File: config.mk
export PLATFORM = sky130hd
export DESIGN_NAME = plic_claim_agent
export DESIGN_NICKNAME = d
export VERILOG_FILES = /design/src/rtl/plic_claim_agent.sv
export SDC_FILE = /design/constraint.sdc
export NUM_CORES = 1
export LEC_CHECK = 0
export CORE_MARGIN = 4
export CORE_UTILIZATION = 35
export DETAILED_ROUTE_END_ITERATION = 8
export PLACE_DENSITY = 0.66
export SYNTH_ARGS = -nofsm -noshare
export SYNTH_HDL_FRONTEND = slang
export SYNTH_SLANG_ARGS = --single-unit
export TNS_END_PERCENT = 30
File: constraint.sdc
create_clock -name clk -period 2.3 [get_ports clk]
set_input_delay 0.23 -clock clk [delete_from_list [all_inputs] [get_ports clk]]
set_output_delay 0.23 -clock clk [all_outputs]
set_load 0.1 [all_outputs]
File: src/rtl/plic_claim_agent.sv
// PLIC claim/complete agent: claims one interrupt at a time, hands it to a consumer, completes it.
// Optional service watchdog enabled by defining PLIC_CLAIM_TIMEOUT_EN.
module plic_claim_agent #(
  parameter int SOURCES        = 8,
  parameter int SOURCES_BITS   = 3,
  parameter int HOLDOFF_CYCLES = 2,
  parameter int TIMEOUT_CYCLES = 1024,
  parameter int CNT_BITS       = 16
) (
  input  logic                    rst_n,
  input  logic                    clk,
  input  logic                    ireq,
  input  logic [SOURCES_BITS-1:0] id,
  output logic                    claim,
  output logic                    complete,
  output logic                    irq_valid,
  output logic [SOURCES_BITS-1:0] irq_id,
  input  logic                    irq_ready,
  input  logic                    done,
  output logic                    busy,
  output logic                    timeout,
  output logic [CNT_BITS-1:0]     serviced
);

  if (HOLDOFF_CYCLES < 1 || HOLDOFF_CYCLES > 15 || SOURCES > (1 << SOURCES_BITS) ||
      TIMEOUT_CYCLES < 1) begin : g_param_check
    $error("plic_claim_agent: illegal parameter combination");
  end

  typedef enum logic [2:0] {
    IDLE,
    CLAIM,
    DISPATCH,
    SERVICE,
    COMPLETE,
    HOLDOFF
  } state_t;

  localparam logic [3:0] HO_LAST = 4'(HOLDOFF_CYCLES - 1);

  state_t     state;
  state_t     state_nxt;
  logic       req_ok;
  logic [3:0] ho_cnt;
  logic       wd_fire;

  assign req_ok = ireq && (id != '0);

`ifdef PLIC_CLAIM_TIMEOUT_EN
  localparam int WD_BITS = ($clog2(TIMEOUT_CYCLES) > 0) ? $clog2(TIMEOUT_CYCLES) : 1;
  localparam logic [WD_BITS-1:0] WD_LAST = WD_BITS'(TIMEOUT_CYCLES - 1);

  logic [WD_BITS-1:0] wd_cnt;
  logic               timed_out;

  // done on the limit cycle wins, so the watchdog only fires when done is absent
  assign wd_fire = (state == SERVICE) && !done && (wd_cnt == WD_LAST);

  always_ff @(posedge clk or negedge rst_n) begin
    if (!rst_n) begin
      wd_cnt    <= '0;
      timed_out <= 1'b0;
    end else begin
      if (state != SERVICE) wd_cnt <= '0;
      else                  wd_cnt <= wd_cnt + 1'b1;
      timed_out <= wd_fire;
    end
  end

  assign timeout = timed_out;
`else
  assign wd_fire = 1'b0;
  assign timeout = 1'b0;
`endif

  always_ff @(posedge clk or negedge rst_n) begin
    if (!rst_n) begin
      state <= IDLE;
    end else begin
      state <= state_nxt;
    end
  end

  always_comb begin
    state_nxt = state;
    claim     = 1'b0;
    complete  = 1'b0;
    irq_valid = 1'b0;
    busy      = (state != IDLE);
    unique case (state)
      IDLE: begin
        if (req_ok) state_nxt = CLAIM;
      end
      CLAIM: begin
        claim     = req_ok;
        state_nxt = req_ok ? DISPATCH : IDLE;
      end
      DISPATCH: begin
        irq_valid = 1'b1;
        if (irq_ready) state_nxt = SERVICE;
      end
      SERVICE: begin
        if (done || wd_fire) state_nxt = COMPLETE;
      end
      COMPLETE: begin
        complete  = 1'b1;
        state_nxt = HOLDOFF;
      end
      HOLDOFF: begin
        if (ho_cnt == HO_LAST) state_nxt = IDLE;
      end
      default: state_nxt = IDLE;
    endcase
  end

  always_ff @(posedge clk or negedge rst_n) begin
    if (!rst_n) begin
      ho_cnt   <= '0;
      irq_id   <= '0;
      serviced <= '0;
    end else begin
      if (state != HOLDOFF) ho_cnt <= '0;
      else                  ho_cnt <= ho_cnt + 1'b1;
      if (claim)             irq_id   <= id;
      if (state == COMPLETE) serviced <= serviced + 1'b1;
    end
  end

endmodule

# Yosys cells after proc, flatten, opt, wreduce, memory -nomap -nowiden
# Index checks and enable logic that the tools add are counted.
# word_totals
ff_bits	26
latchBits	0
ram_bits	0
rom_bits	0
input_bits	8
output_inout_bits	24
memories	0
# classes
add_sub_neg	2
n_mul	0
div_mod_pow	0
order_cmp	0
eq_ne	11
shift	0
muxes	10
bitwise	0
n_reduce_logical	5
# op_table
cell	n
3-bit case mux with 6 select lines	1
16-bit by 1-bit adder with 16-bit output, second input constant	1
3-bit two-way mux	4
2-bit != test, second input constant	4
3-bit by 2-bit == test with 1-bit output, second input constant	2
3-bit == test, second input constant	2
3-bit nonzero test	2
4-bit by 1-bit adder with 4-bit output, second input constant	1
4-bit by 1-bit == test with 1-bit output, second input constant	1
4-bit two-way mux	1
4-bit AND reduction	1
3-bit by 1-bit == test with 1-bit output, second input constant	1
3-bit zero test	1
1-bit two-way mux	3
3-bit != test, second input constant	1
2-bit two-way mux	1
1-bit logical AND	1

# Depth between registers and ports, before layout
# depth
ltp_word	4
mapped_depth	5
depth_no_buf	5

# Worst setup path after synthesis
# Ideal clock, no wire load.
# synth_path
path_type	flip-flop to output port
start	reg state[2]
end	out irq_valid
t_arrival_ns	1.991
t_required_ns	2.070
path_slack_ns	0.079
path_stages_with_launch	3
path_buffers	0
path_cell_list	dfrtp_1 > and2b_1 > nor2b_1
# synth_between
elab_chain_len	2
# synth_rtl
element	line	text
start, declared	41	state_t state;
start signal, assigned	80	state <= state_nxt;
3-bit by 2-bit == test with 1-bit output	90	unique case (state)
1-bit two-way mux	90	
end, declared	16	output logic irq_valid,
# No other way between the ends.

# Worst setup path after layout
# layout_path
start	reg state[0]
end	out claim
# layout_between
elab_chain_len	2
# layout_rtl
element	line	text
3-bit by 1-bit == test with 1-bit output	90	
1-bit two-way mux	90	
end, declared	14	output logic claim,
# No other way between the ends.

==> results.yml <==
floorplanning:
  die_w_um: 66.7
  die_height_um: 66.7
  rows: 21
  start_util: 0.362
  dieArea_mm2: 0.00445
  ioPinCount: 32
  core_area_mm2: 0.00334
clock_network:
  htreeDepth: 1
  clk_latency_ns: 0.31
  cts_made_buffers: 3
  hold_buffers: 0
  cts.clk_slew.worst_paths_ns: 0.13
  root_buffer: "clkbuf_4"
  cts_setup_buffers: 0
  tritoncts: "yes"
  post_cts_resized: 0
  cts_buffer_depth: 2
  cts_sinks: 26
finish:
  drive_above_1_share: 0.248
  nFillCells: 329
  final_area_mm2: 0.00155
  syn_to_final_growth_pct: 28.2
  antenna_cells: 0
  fin_nets: 150
sta:
  setup_violations: 0
  final_max_slew_viol_count: 0
  rsz0062_at_grt: "no"
  skew_ns: 0.00668
  fmax_mhz: 524
  fin_crit_sh: 0.830
  slew_headroom: 0.653
  finalHoldViolations: 0
  fin_setup_tns_ns: 0
  finalCriticalPeriod_ns: 1.91
  tightest_slew_ns: 0.519
global_routing:
  antenna_found_initial: 0
  grt_pass1_wl_um: 4080
  grt_usage: 0.118
  grt_max_degree: 27
  grt-ovfl-total: 0
  first_global_vias: 906
drt:
  wl_per_cell_um: 12.5
  drc: 0
  postRouteAntennaNets: 0
  wirelength_um: 2280
  drt_iter0_drc: 32
  drtPass1Iterations: 4
  vias: 874
  drt-vias-per-instance: 4.78
place:
  placed_area_mm2: 0.00153
  routabilityCongestion: 0.754
  dp_hpwl_um: 1680
  port_buffers: 30
pwr:
  powerDensity_mw_per_mm2: 1190
  leakagePower_nw: 0.750
  irDropWorstVdd_mv: 1.26
synth:
  ys_seq_elements: 26
  synth-adder-area-share: 0.0311
  synthCells: 105
  ys_seq_area_frac: 0.539
  synthSimpleGateAreaFrac: 0.203
  synth_mux_area_frac: 0.0373
  synth_top_family_by_area: "simple AND/OR/NAND/NOR gates"
  synth_compound_area_frac: 0.0383
  yosys_warnings: 0
  synth_nets: 116
  postSynthAreaPerCell_um2: 11.5
  synth_xor_area_frac: 0.123
  syn_area_mm2: 0.00121
  synthDistinctLibCells: 26
job:
  cap_violations: 0
setup_path:
  critPathKind: "reg -> out"
  r2r_end: "serviced[12]"
  rr_worst_depth: 4
  crit_path_start_kind: "register"
  cp_max_fo: 9
  crit_arrival_ns: 1.68
  worst_setup_path_end_kind: "primary output"
  timing.rr.start: "state[0]"
  required_ns: 2.07
  cp-startpoint: "state[0]"
  crit_end: "claim"
  reg2reg_slack_ns: 0.66
run_status:
  outcome: "completed"
worst_hold_path:
  hp-class: "in -> async"
registers in the layout, summed over array words and instances, names as in the netlist:
name and cells:
state 3, ho_cnt 4, serviced 16, irq_id 3
cells in the mapped netlist, drive strengths merged:
| master | count | share of area |
|---|---|---|
| nor2 | 11 | 0.034 |
| xor2 | 7 | 0.051 |
| xnor2 | 10 | 0.073 |
| or3 | 2 | 0.010 |
| nand4b | 1 | 0.0073 |
| mux2 | 4 | 0.037 |
| inv | 4 | 0.012 |
| nand2b | 2 | 0.010 |
| and3 | 3 | 0.016 |
| nor2b | 2 | 0.010 |
| and4 | 2 | 0.015 |
| conb | 1 | 0.0031 |
| nand2 | 6 | 0.019 |
| a21oi | 2 | 0.0083 |
| and2b | 1 | 0.0062 |
| a211oi | 1 | 0.0062 |
| nand4 | 3 | 0.021 |
| nand3 | 7 | 0.029 |
| a32oi | 1 | 0.0073 |
| ha | 3 | 0.031 |
| a311o | 2 | 0.017 |
| buf | 2 | 0.012 |
| nor3b | 1 | 0.016 |
| and4bb | 1 | 0.010 |
| dfrtp | 26 | 0.54 |
worst max-delay path, cell delays in order (launching register included):
cell and delay, ns:
dfrtp_1 0.54, nor2b_1 0.26, nand4b_1 0.22, inv_1 0.16, buf_12 0.18
power by group:
group	switching, mW	leakage (nW)	total [mW]	internal, mW
Sequential	0.104	0.348	0.644	0.541
Combinational	0.763	0.389	1.02	0.258
Clock	0.124	0.0138	0.185	0.0611
worst min path at each step:
stage / startpoint / end / slack [ns]
2_1_floorplan: rst_n / ho_cnt[0] / -0.07
3_3_place_gp: serviced[15] / serviced[15] / 0.46
3_5_place_dp: serviced[15] / serviced[15] / 0.47
4_1_cts: rst_n / irq_id[0] / 0.27
5_1_grt: rst_n / irq_id[0] / 0.28
6_report: rst_n / irq_id[0] / 0.28
logic make-up (layout without fill, tap and decap cells):
family | Yosys count | in the layout
compound gates | 6 | 6
flops | 26 | 26
xor+xnor | 17 | 17
fa+ha+maj | 3 | 3
mux | 4 | 4
simple gates | 42 | 42
buf+inv | 6 | 38
other cells | 1 | 1
stage by stage:
| stage | setup WS, ns | utilization | cells | power, mW | hold slack (ns) |
|---|---|---|---|---|---|
| after global placement | 0.547 | 0.457 | 180 | 1.68 | 0.458 |
| after global routing | 0.242 | 0.464 | 183 | 1.94 | 0.284 |
| after floorplan | 0.0785 | - | 105 | 1.45 | -0.0656 |
| after detailed placement | 0.520 | 0.457 | 180 | 1.68 | 0.466 |
| final | 0.392 | 0.464 | 183 | 1.85 | 0.277 |
| after CTS | 0.368 | 0.464 | 183 | 1.87 | 0.274 |
cells in the final DEF (no fill, tap or decap), types with 2 or more instances in the layout:
master	Yosys	layout
nand2_1	6	6
nand3_1	7	7
clkdlybuf4s50_1	0	7
a311o_1	2	2
buf_4	2	22
inv_1	4	4
nand4_1	2	2
or3_1	2	2
nor2_1	11	11
xnor2_1	10	10
dfrtp_1	26	26
and4_1	2	2
and3_1	3	3
buf_12	0	2
nor2b_1	2	2
xor2_1	7	7
nand2b_1	2	2
clkbuf_4	0	3
mux2_2	4	4
a21oi_1	2	2
ha_1	3	3
layout make-up:
class	instances	area (µm²)	area share
multi-input cells	73	527	0.340
clock buffers	3	22.5	0.0146
flip-flops and latches	26	651	0.420
inverters	4	15.0	0.00970
well taps	46	57.6	0.0372
repair buffers	31	275	0.178
routing by layer:
layer / vias to the layer above / GRT usage / routed length (µm)
met3: 2 / 0.0270 / 157
met5: - / 0 / 0
li1: 421 / - / -
met1: 430 / 0.161 / 1080
met2: 21 / 0.182 / 1030
met4: 0 / 0.0457 / 15
Power figures use the tool's default switching activity.
